--- src/rtl/gpu_frame_ctrl.sv ---
// rtl/gpu_frame_ctrl.sv - per-frame button/time configuration offer to gpu_core
module gpu_frame_ctrl #(
  parameter int DB_CYCLES  = 250000,
  parameter int TIME_SHIFT = 5
) (
  input  logic        clk,
  input  logic        rst,
  input  logic        vsync_in,
  input  logic        btn_u,
  input  logic        btn_d,
  input  logic        btn_l,
  input  logic        btn_r,
  input  logic        cfg_ready,
  output logic        cfg_valid,
  output logic [3:0]  cfg_buttons,
  output logic [7:0]  cfg_time,
  output logic        frame_start,
  output logic [31:0] frame_timer,
  output logic [7:0]  dropped_frames
);

  localparam int CW = $clog2(DB_CYCLES + 1);
  localparam logic [CW-1:0] DB_LAST = CW'(DB_CYCLES - 1);

  typedef enum logic [1:0] {IDLE, ISSUE, DONE} state_t;

  state_t state, state_next;

  // bit order: 0=up, 1=down, 2=left, 3=right
  logic [3:0]         raw;
  logic [3:0]         sync1, sync2, db;
  logic [3:0][CW-1:0] db_cnt;
  logic [3:0]         delta;
  logic [3:0]         acc;
  logic               vsync_prev;
  logic               frame_event;
  logic               load, drop;
  logic [7:0]         slow_time;

  assign raw         = {btn_r, btn_l, btn_d, btn_u};
  assign frame_event = vsync_in & ~vsync_prev;
  assign slow_time   = frame_timer[TIME_SHIFT+7:TIME_SHIFT];

  // two-flop synchronizers and per-button debounce counters
  always_ff @(posedge clk) begin
    if (rst) begin
      sync1  <= '0;
      sync2  <= '0;
      db     <= '0;
      db_cnt <= '0;
    end else begin
      sync1 <= raw;
      sync2 <= sync1;
      for (int i = 0; i < 4; i++) begin
        if (sync2[i] != db[i]) begin
          if (db_cnt[i] == DB_LAST) begin
            db[i]     <= sync2[i];
            db_cnt[i] <= '0;
          end else begin
            db_cnt[i] <= db_cnt[i] + CW'(1);
          end
        end else begin
          db_cnt[i] <= '0;
        end
      end
    end
  end

  // signed button delta folded into 4 bits; opposing buttons cancel
  always_comb begin
    delta = 4'd0;
    if (db[0]) delta = delta + 4'd1;
    if (db[1]) delta = delta - 4'd1;
    if (db[2]) delta = delta - 4'd4;
    if (db[3]) delta = delta + 4'd4;
  end

  // rising-edge frame detect; counters advance as frame_start is raised
  always_ff @(posedge clk) begin
    if (rst) begin
      vsync_prev  <= 1'b1;
      frame_start <= 1'b0;
      frame_timer <= '0;
      acc         <= '0;
    end else begin
      vsync_prev  <= vsync_in;
      frame_start <= frame_event;
      if (frame_event) begin
        frame_timer <= frame_timer + 32'd1;
        acc         <= acc + delta;
      end
    end
  end

  // offer state register
  always_ff @(posedge clk) begin
    if (rst) state <= IDLE;
    else     state <= state_next;
  end

  // next state, payload load and overrun detection
  always_comb begin
    state_next = state;
    load       = 1'b0;
    drop       = 1'b0;
    cfg_valid  = (state == ISSUE);
    case (state)
      IDLE, DONE: begin
        if (frame_start) begin
          state_next = ISSUE;
          load       = 1'b1;
        end
      end
      ISSUE: begin
        if (frame_start) begin
          load = 1'b1;
          drop = ~cfg_ready;
        end else if (cfg_ready) begin
          state_next = DONE;
        end
      end
      default: state_next = IDLE;
    endcase
  end

  // payload registers and saturating overrun counter
  always_ff @(posedge clk) begin
    if (rst) begin
      cfg_buttons    <= '0;
      cfg_time       <= '0;
      dropped_frames <= '0;
    end else begin
      if (load) begin
        cfg_buttons <= acc;
        cfg_time    <= slow_time;
      end
      if (drop && dropped_frames != 8'hFF) begin
        dropped_frames <= dropped_frames + 8'd1;
      end
    end
  end

endmodule
--- config.mk ---
export PLATFORM = sky130hd
export DESIGN_NAME = gpu_frame_ctrl
export DESIGN_NICKNAME = d
export VERILOG_FILES = /design/src/rtl/gpu_frame_ctrl.sv
export SDC_FILE = /design/constraint.sdc
export NUM_CORES = 1
export LEC_CHECK = 0
export CORE_ASPECT_RATIO = 0.9
export CORE_MARGIN = 10
export CORE_UTILIZATION = 35
export DETAILED_ROUTE_END_ITERATION = 8
export GPL_ROUTABILITY_DRIVEN = 0
export PLACE_DENSITY = 0.58
export SETUP_SLACK_MARGIN = 0.2
export SYNTH_ARGS = -nofsm -noshare
export SYNTH_HDL_FRONTEND = slang
export SYNTH_SLANG_ARGS = --single-unit
--- constraint.sdc ---
create_clock -name clk -period 3.01 [get_ports clk]
set_input_delay 0.903 -clock clk [delete_from_list [all_inputs] [get_ports clk]]
set_output_delay 0.903 -clock clk [all_outputs]
set_load 0.01 [all_outputs]
# After elaboration in Yosys (flattened, before gate mapping)
# Cells that the tools add are included.
[word_totals]
mem_bits_ro = 0
mem_bits_rw = 0
wordCells = 74
inputBits = 8
ff_bits = 144
output_inout_bits = 54
latchBits = 0
n_memories = 0
[op_classes]
magnitude_cmp = 0
n_addsub = 10
n_bitwise = 7
reduce_logical = 13
mul = 0
div_mod_pow = 0
eq_ne = 14
n_shift = 0
mux = 12
[op_table]
columns = ["operator", "n"]
rows = [
  ["adder 18 x 1 -> 18 bit (second input constant)", 4],
  ["== test 18 bit (second input constant)", 4],
  ["adder 32 x 1 -> 32 bit (second input constant)", 1],
  ["OR reduction 3 bit", 5],
  ["2-to-1 mux 4 bit", 3],
  ["adder 8 x 1 -> 8 bit (second input constant)", 1],
  ["!= test 8 bit (second input constant)", 1],
  ["AND reduction 2 bit", 4],
  ["2-to-1 mux 2 bit", 3],
  ["!= test 2 bit (second input constant)", 3],
  ["inverter 1 bit", 6],
  ["2-to-1 mux 1 bit", 5],
  ["adder 4 x 3 -> 4 bit (second input constant)", 1],
  ["adder 4 bit", 1],
  ["!= test 1 bit", 4],
  ["one-hot mux 2 bit (2 select lines)", 1],
  ["subtractor 4 x 1 -> 4 bit (second input constant)", 1],
  ["subtractor 4 x 3 -> 4 bit (second input constant)", 1],
  ["AND reduction 3 bit", 1],
  ["== test 2 x 1 -> 1 bit (second input constant)", 1],
  ["== test 2 bit (second input constant)", 1],
  ["zero test 2 bit", 1],
  ["OR reduction 2 bit", 1],
  ["bitwise AND 1 bit", 1],
  ["logical AND 1 bit", 1],
]

# Depth between registers and ports, before layout
[depth]
ltp_word = 8
ltp_mapped = 9
mapped_depth_nobuf = 9

# Least setup slack after synthesis
# OpenSTA, ideal clock, no wires.
[synth_path]
path_kind = "in2reg"
from = "in vsync_in"
to = "reg frame_timer[31]"
stages = 4
n_path_buf = 0
setup_slack_ns = 0.664
setup_time_ns = 0.121
t_required_ns = 2.889
t_arrival_ns = 2.225
cell_sequence = "nand3b_1 > or4_4 > nor4_1 > mux2_2"
[synth_via]
elab_chain_cells = 1
[synth_lines]
columns = ["element", "line_no", "source"]
rows = [
  ["from (decl)", "8", "input logic vsync_in,"],
  ["bitwise AND 1 bit", "41", "assign frame_event = vsync_in & ~vsync_prev;"],
  ["to (signal assigned)", "89", "frame_timer <= frame_timer + 32'd1;"],
  ["to (decl)", "18", "output logic [31:0] frame_timer,"],
]
# Every way passes these cells.
# A chain may end at the register's enable or synchronous reset.

# Worst setup path after layout
[layout_path]
from = "in vsync_in"
to = "reg frame_timer[22]"
# Same word-level chain as after synthesis.

==> results_dict.tcl <==
set metrics [dict create \
    n_antenna_cell 0 \
    status "completed" \
    tns_ns 0 \
    antenna_found_initial 0 \
    clock_path_buffers 2 \
    start_util_pct 35.4 \
    synth_edf_count 0 \
    cp_slowest_cell "or4_1" \
    seq_area_frac_synth_pct 44.7 \
    wire_per_inst_um 13.0 \
    synth.avg_cell_area_um2 8.62 \
    drtIter0Drc 295 \
    die_w_um 163 \
    htree_levels 4 \
    cap_violations 0 \
    die_area_mm2 0.0243 \
    grt_pass1_vias 4881 \
    vias 5357 \
    grt_overflow 0 \
    ys_seq_elements 144 \
    area_growth_pct 22.3 \
    numCtsBuffers 17 \
    grt_use_total_pct 11.6 \
    viasPerCell 5.01 \
    worstPathMaxFanout 13 \
    synth_fa_ha_area_share_pct 2.64 \
    p_total_mw 3.99 \
    rsz0062_at_grt "false" \
    dp_hpwl_um 9680 \
    criticalPathCategory "in2reg" \
    drive_gt1_share_pct 6.91 \
    coreArea_mm2 0.0182 \
    antenna_left 0 \
    cts_root_buf "clkbuf_16" \
    ys_warn_count 0 \
    critPathArrivalTime_ns 2.83 \
    cts_setup_buffers 0 \
    route.detailed.drc 0 \
    synth-main-ff-cell "dfxtp_1" \
    synth-xor-area-share_pct 8.83 \
    end_kind "flop" \
    fmax_mhz 398 \
    first_pass_iters 4 \
    slew_headroom_pct 47.6 \
    async_flop_share_pct 0 \
    ctsResizeCount 0 \
    nets 833 \
    cp.required_ns 3.32 \
    muxShareOfSynthArea_pct 2.17 \
    cts.sinks 144 \
    grt_max_degree 73 \
    wirelength_um 13900 \
    rows 47 \
    path_cells "clkdlybuf4s50_1 -> nand3b_1 -> buf_4 -> or4_1 -> nor4_1 -> mux2_2" \
    cpPeakStageDelay_ns 0.55 \
    tightest_slew_ns 0.785 \
    cts_tree "built" \
    setup_viol 0 \
    synth_top_family_by_area "simple AND/OR/NAND/NOR gates" \
    cellLeakagePower_nw 2.45 \
    finalHoldViolCount 0 \
    clkLatencyLatePin_ns 0.42 \
    portBuffers 61 \
    cts_hold_buffers 0 \
    synthesis.nets 769 \
    synth_cell_types 49 \
    peakVddDrop_mv 0.351 \
    syn_area_mm2 0.00645 \
    die_y_um 149 \
    period_needed_ns 2.52 \
    critPathLaunchType "input pin" \
    post-route-period-util_pct 83.6 \
    drv_slew 0 \
    skew_ns 0.00726 \
    synth-compound-area-share_pct 9.10 \
    pin_count 62 \
    syn_inst 748 \
    synthSimpleGateAreaFrac_pct 29.4 \
    grt_pass1_wl_um 23700 \
    hold_class "reg2reg" \
    cts.clk_slew.worst_paths_ns 0.06 \
    cellPowerDensity_mw_per_mm2 506 \
]
[power breakdown]
group	total [mW]	internal, mW	switching [mW]
Combinational	0.0711	0.0290	0.0420
Clock	2.00	1.20	0.796
Sequential	1.92	1.92	0.00700
Total	3.99	3.15	0.845
[cells by family after synthesis]
logic type,after synthesis
buffers and inverters,50
and+or+nand+nor,362
AOI/OAI and AO/OA,101
DFF,144
xor gates and xnor gates,65
adders and majority gates,13
muxes,13
[state kept, by name, summed over array words and instances (netlist names)]
signal	cells
dropped_frames	8
sync1	4
db_cnt	72
frame_start	1
sync2	4
db	4
acc	4
cfg_buttons	4
vsync_prev	1
cfg_time	8
frame_timer	32
state	2
[metal layers]
layer / routed length (µm) / vias up / GRT usage, %
met1: 7200 / 2485 / 16.0
li1: - / 2777 / -
met3: 654 / 15 / 3.17
met5: 0 / - / 0
met4: 178 / 0 / 4.32
met2: 5830 / 80 / 16.8
[cell type report]
cell class              count  area, µm²
fillers                  1820      10300
multi-input cells         554       3360
flip-flops and latches    144       2880
repair buffers             69        678
clock buffers              23        478
well taps                 245        307
inverters                  26       97.6
clock inverters             9       82.6
[cells in the mapped netlist, types with 5 or more instances]
| cell | instances | area share [%] |
|---|---|---|
| dfxtp_1 | 144 | 45 |
| nor2_1 | 93 | 5.4 |
| nand2_1 | 61 | 3.5 |
| a21oi_1 | 52 | 4.0 |
| xnor2_1 | 45 | 6.1 |
| nand3_1 | 36 | 2.8 |
| nand4_1 | 29 | 2.8 |
| inv_1 | 26 | 1.5 |
| or3_1 | 25 | 2.4 |
| or4_1 | 23 | 2.7 |
| o21ai_0 | 21 | 1.6 |
| nor2b_1 | 20 | 1.9 |
| nor4_1 | 20 | 1.9 |
| xor2_1 | 20 | 2.7 |
| clkbuf_1 | 15 | 0.87 |
| nor3_1 | 15 | 1.2 |
| o31ai_1 | 15 | 1.7 |
| ha_1 | 12 | 2.3 |
| and3_1 | 11 | 1.1 |
| mux2_2 | 8 | 1.4 |
| and2_1 | 5 | 0.48 |
| mux2i_1 | 5 | 0.78 |
[stage by stage]
stage	worst slack [ns]	cells	instance area (µm²)	hold slack, ns	util (%)
after detailed placement	0.0846	1038	7330	0.425	40.2
final	0.495	1070	7890	0.434	43.3
after global placement	0.110	1038	7330	0.419	40.2
after CTS	0.494	1070	7890	0.437	43.3
after global routing	0.377	1070	7890	0.458	43.3
after floorplan	0.664	748	6450	0.414	-
[critical path: cells and delay by family]
kind / cells / cell delay [ns]
buf+inv: 2 / 0.68
simple gates: 3 / 0.87
mux: 1 / 0.37
[worst paths after layout]
check             cells past startpoint            from  slack, ns              end
hold reg to reg                       1        sync1[2]       0.43         sync2[2]
setup reg to reg                      4  frame_timer[4]       0.62  frame_timer[31]
hold / removal                        1        sync1[2]       0.43         sync2[2]
setup / recovery                      6        vsync_in       0.49  frame_timer[22]
[placed cells by master, fill, tap and decap left out, types with 21 or more instances in the layout]
cell type	synthesis	final
xnor2_1	45	45
dfxtp_1	144	144
or3_1	25	25
clkdlybuf4s50_1	0	60
o21ai_0	21	21
nand2_1	61	61
a21oi_1	52	52
or4_1	23	23
nand4_1	29	29
inv_1	26	26
nor2_1	93	93
nand3_1	36	36
(Power assumes the default switching activity.)
==> variant: new RTL, config.mk and constraints unchanged <==
Encoding of `state_t`: now one-hot (3 bits for 3 states).
--- a/src/rtl/gpu_frame_ctrl.sv
+++ b/src/rtl/gpu_frame_ctrl.sv
@@ -23,5 +23,5 @@
   localparam logic [CW-1:0] DB_LAST = CW'(DB_CYCLES - 1);
 
-  typedef enum logic [1:0] {IDLE, ISSUE, DONE} state_t;
+  typedef enum logic [2:0] {IDLE = 3'b001, ISSUE = 3'b010, DONE = 3'b100} state_t;
 
   state_t state, state_next;
Function: same outputs for any inputs over 10 cycles, from zero or initial values and one cycle with rst high; not proved beyond that.
==> variant against the original RTL <==
  * Via count increased by 0.52%
  * Design area grew 1.7%
  * Register-to-register slack improved by 40 ps
  * Sequential cell count grew 1
  * Routed wire length is 2.5% higher
  * Synthesized area rose by 1.5%
  * Setup slack worse by 73 ps
  * Total power about the same
  * Critical path type unchanged
  * Critical endpoint is now frame_timer[24]
  * Largest power group unchanged
==> variant: results (changes against the original RTL) <==
- Status: complete, no violations
- Slowest stage delay, CP: 700 ps (+150 ps)
- Worst r2r dst: acc[3]
- Critical Path Source: vsync_in
- Initial antenna violation count: 0 (unchanged)
- Cell Area, Placed: 7470 µm² (+1.9%)
- CTS Buf Count: 17 (unchanged)
- Hold_sp: sync1[1]
- Critical R2R Launch: db[1]
- Async set-reset flop share out of synthesis: 0% (unchanged)
- Crit path max-delay family: simple AND/OR/NAND/NOR gates
- Leakage power: 2.61 nW (+6.9%)
- Prevailing post-synth register cell: dfxtp_1
- Post-CTS Setup Repair Bufs: 0 (unchanged)
- Syn nets: 778 (+1.2%)
- Hold slack: 434 ps (-0.298 ps)
- Top post-synthesis cells by area: dfxtp_1 (44%), nor2_1 (5.2%), xnor2_1 (4.6%)
- Worst rel slew slack: 48.3% (+0.70 points)
- Sequential fraction of the synthesis area: 44.4% (-0.34 points)
- Synth cell types: 47 (-4.1%)
- DP HPWL: 9910 µm (+2.4%)
- H-tree depth: 4 (unchanged)
- DR pass1 iterations: 5 (+1)
- Root Buffer: clkbuf_16
- Global-route wire length before repair: 24500 µm (+3.2%)
- Final nets: 847 (+1.7%)
- Hold path cells: 1 (unchanged)
- Commonest cells in the netlist: dfxtp_1 (145), nor2_1 (90), a21oi_1 (55)
- Hold EP: sync2[1]
- Vias/cell: 4.97 (-0.78%)
- # diodes: 0 (unchanged)
- Total track usage: 11.9% (+0.35 points)
- Share of cells above drive strength 1: 7.51% (+0.60 points)
- Initial DRC count: 302 (+2.4%)
- CP max-delay cell: or4_1
- Clock slew at reported path FFs: 60 ps (about the same)
- Fillers: 1857 (+2.0%)
- Reg2Reg Depth: 8 (+4)
- Vias in the first global route: 5008 (+2.6%)
- CP Max Fanout: 11 (-2)
- Peak VDD IR: 426 µV (+22%)
- Later-pin clock latency in the skew report: 420 ps (about the same)
- Final Routed Wirelength: 14200 µm (+2.5%)
- R2R Setup Slk: 660 ps (+40 ps)
- Hold Crit Class: reg2reg
- Sw frac: 21.9% (+0.75 points)
- Synth warnings: 0 (unchanged)
- Largest regs: db_cnt x72, frame_timer x32
- Clock skew: 9.29 ps (+2.02 ps)
- Pin count of the biggest net entering global routing: 26 (-64%)
-- variant: cell types whose count changed in the layout (fill, tap and decap cells not counted), moves of 6 or more --
cell | unedited run | this run
nor3_1 | 15 | 9
xor2_1 | 20 | 33
xnor2_1 | 45 | 34
o31ai_1 | 15 | 21
buf_4 | 7 | 18
o21ai_0 | 21 | 29
nand3_1 | 36 | 47
nand2_1 | 61 | 41
or3_1 | 25 | 19
-- variant: power groups by stage --
stage	registers (mW)	logic [mW]	clock network, mW
after floorplan	1.98	0.0455	0
after global placement	1.98	0.0761	0
after CTS	1.94	0.0772	2.03
after detailed placement	1.98	0.0769	0
final	1.94	0.0754	1.98
after global routing	1.94	0.0852	2.11
-- variant: logic make-up (layout without fill, tap and decap cells) --
family | Yosys count | count (layout) | share of synthesized area [%]
simple gates | 343 | 343 | 28.3
flops | 145 | 145 | 44.4
buf+inv | 58 | 140 | 3.56
xor+xnor | 67 | 67 | 8.97
mux | 9 | 9 | 1.49
fa+ha+maj | 13 | 13 | 2.60
compound gates | 122 | 122 | 10.7
-- variant: through the flow --
stage | power, mW | cells | worst slack (ps)
2_1_floorplan | 2.02 | 757 | 698
3_3_place_gp | 2.06 | 1052 | 14.2
3_5_place_dp | 2.06 | 1052 | 2.64
4_1_cts | 4.04 | 1084 | 251
5_1_grt | 4.13 | 1084 | 312
6_report | 3.99 | 1084 | 422
-- variant: how the worst max path moves through the flow --
stage / end / slack, ps / cells after the start
after floorplan: frame_timer[20] / 700 / 5
after global routing: frame_timer[30] / 310 / 5
after global placement: frame_timer[24] / 10 / 6
after CTS: cfg_valid / 250 / 3
final: frame_timer[24] / 420 / 6
after detailed placement: frame_timer[24] / 3 / 6
-- variant: routing by layer --
| layer | wire length [µm] | global-route usage [%] |
|---|---|---|
| met1 | 7080 | 15.8 |
| met2 | 6370 | 18.2 |
| met3 | 600 | 3.63 |
| met4 | 148 | 3.75 |
| met5 | 0 | 0 |
-- variant: area by class of cell --
| cell class | instances | area (µm²) | share of cell area [%] |
|---|---|---|---|
| well taps | 245 | 307 | 3.82 |
| clock inverters | 13 | 111 | 1.39 |
| repair buffers | 79 | 743 | 9.26 |
| inverters | 29 | 109 | 1.36 |
| flip-flops and latches | 145 | 2900 | 36.2 |
| clock buffers | 19 | 443 | 5.52 |
| multi-input cells | 554 | 3410 | 42.5 |
-- variant: repair_timing --
action / 4_1_cts / 5_1_grt
hold buffers: 0 / 0
setup endpoints to repair: 1 / 1
resized for setup: 1 / 1
pin swaps: 0 / 0
gates cloned: 0 / 0
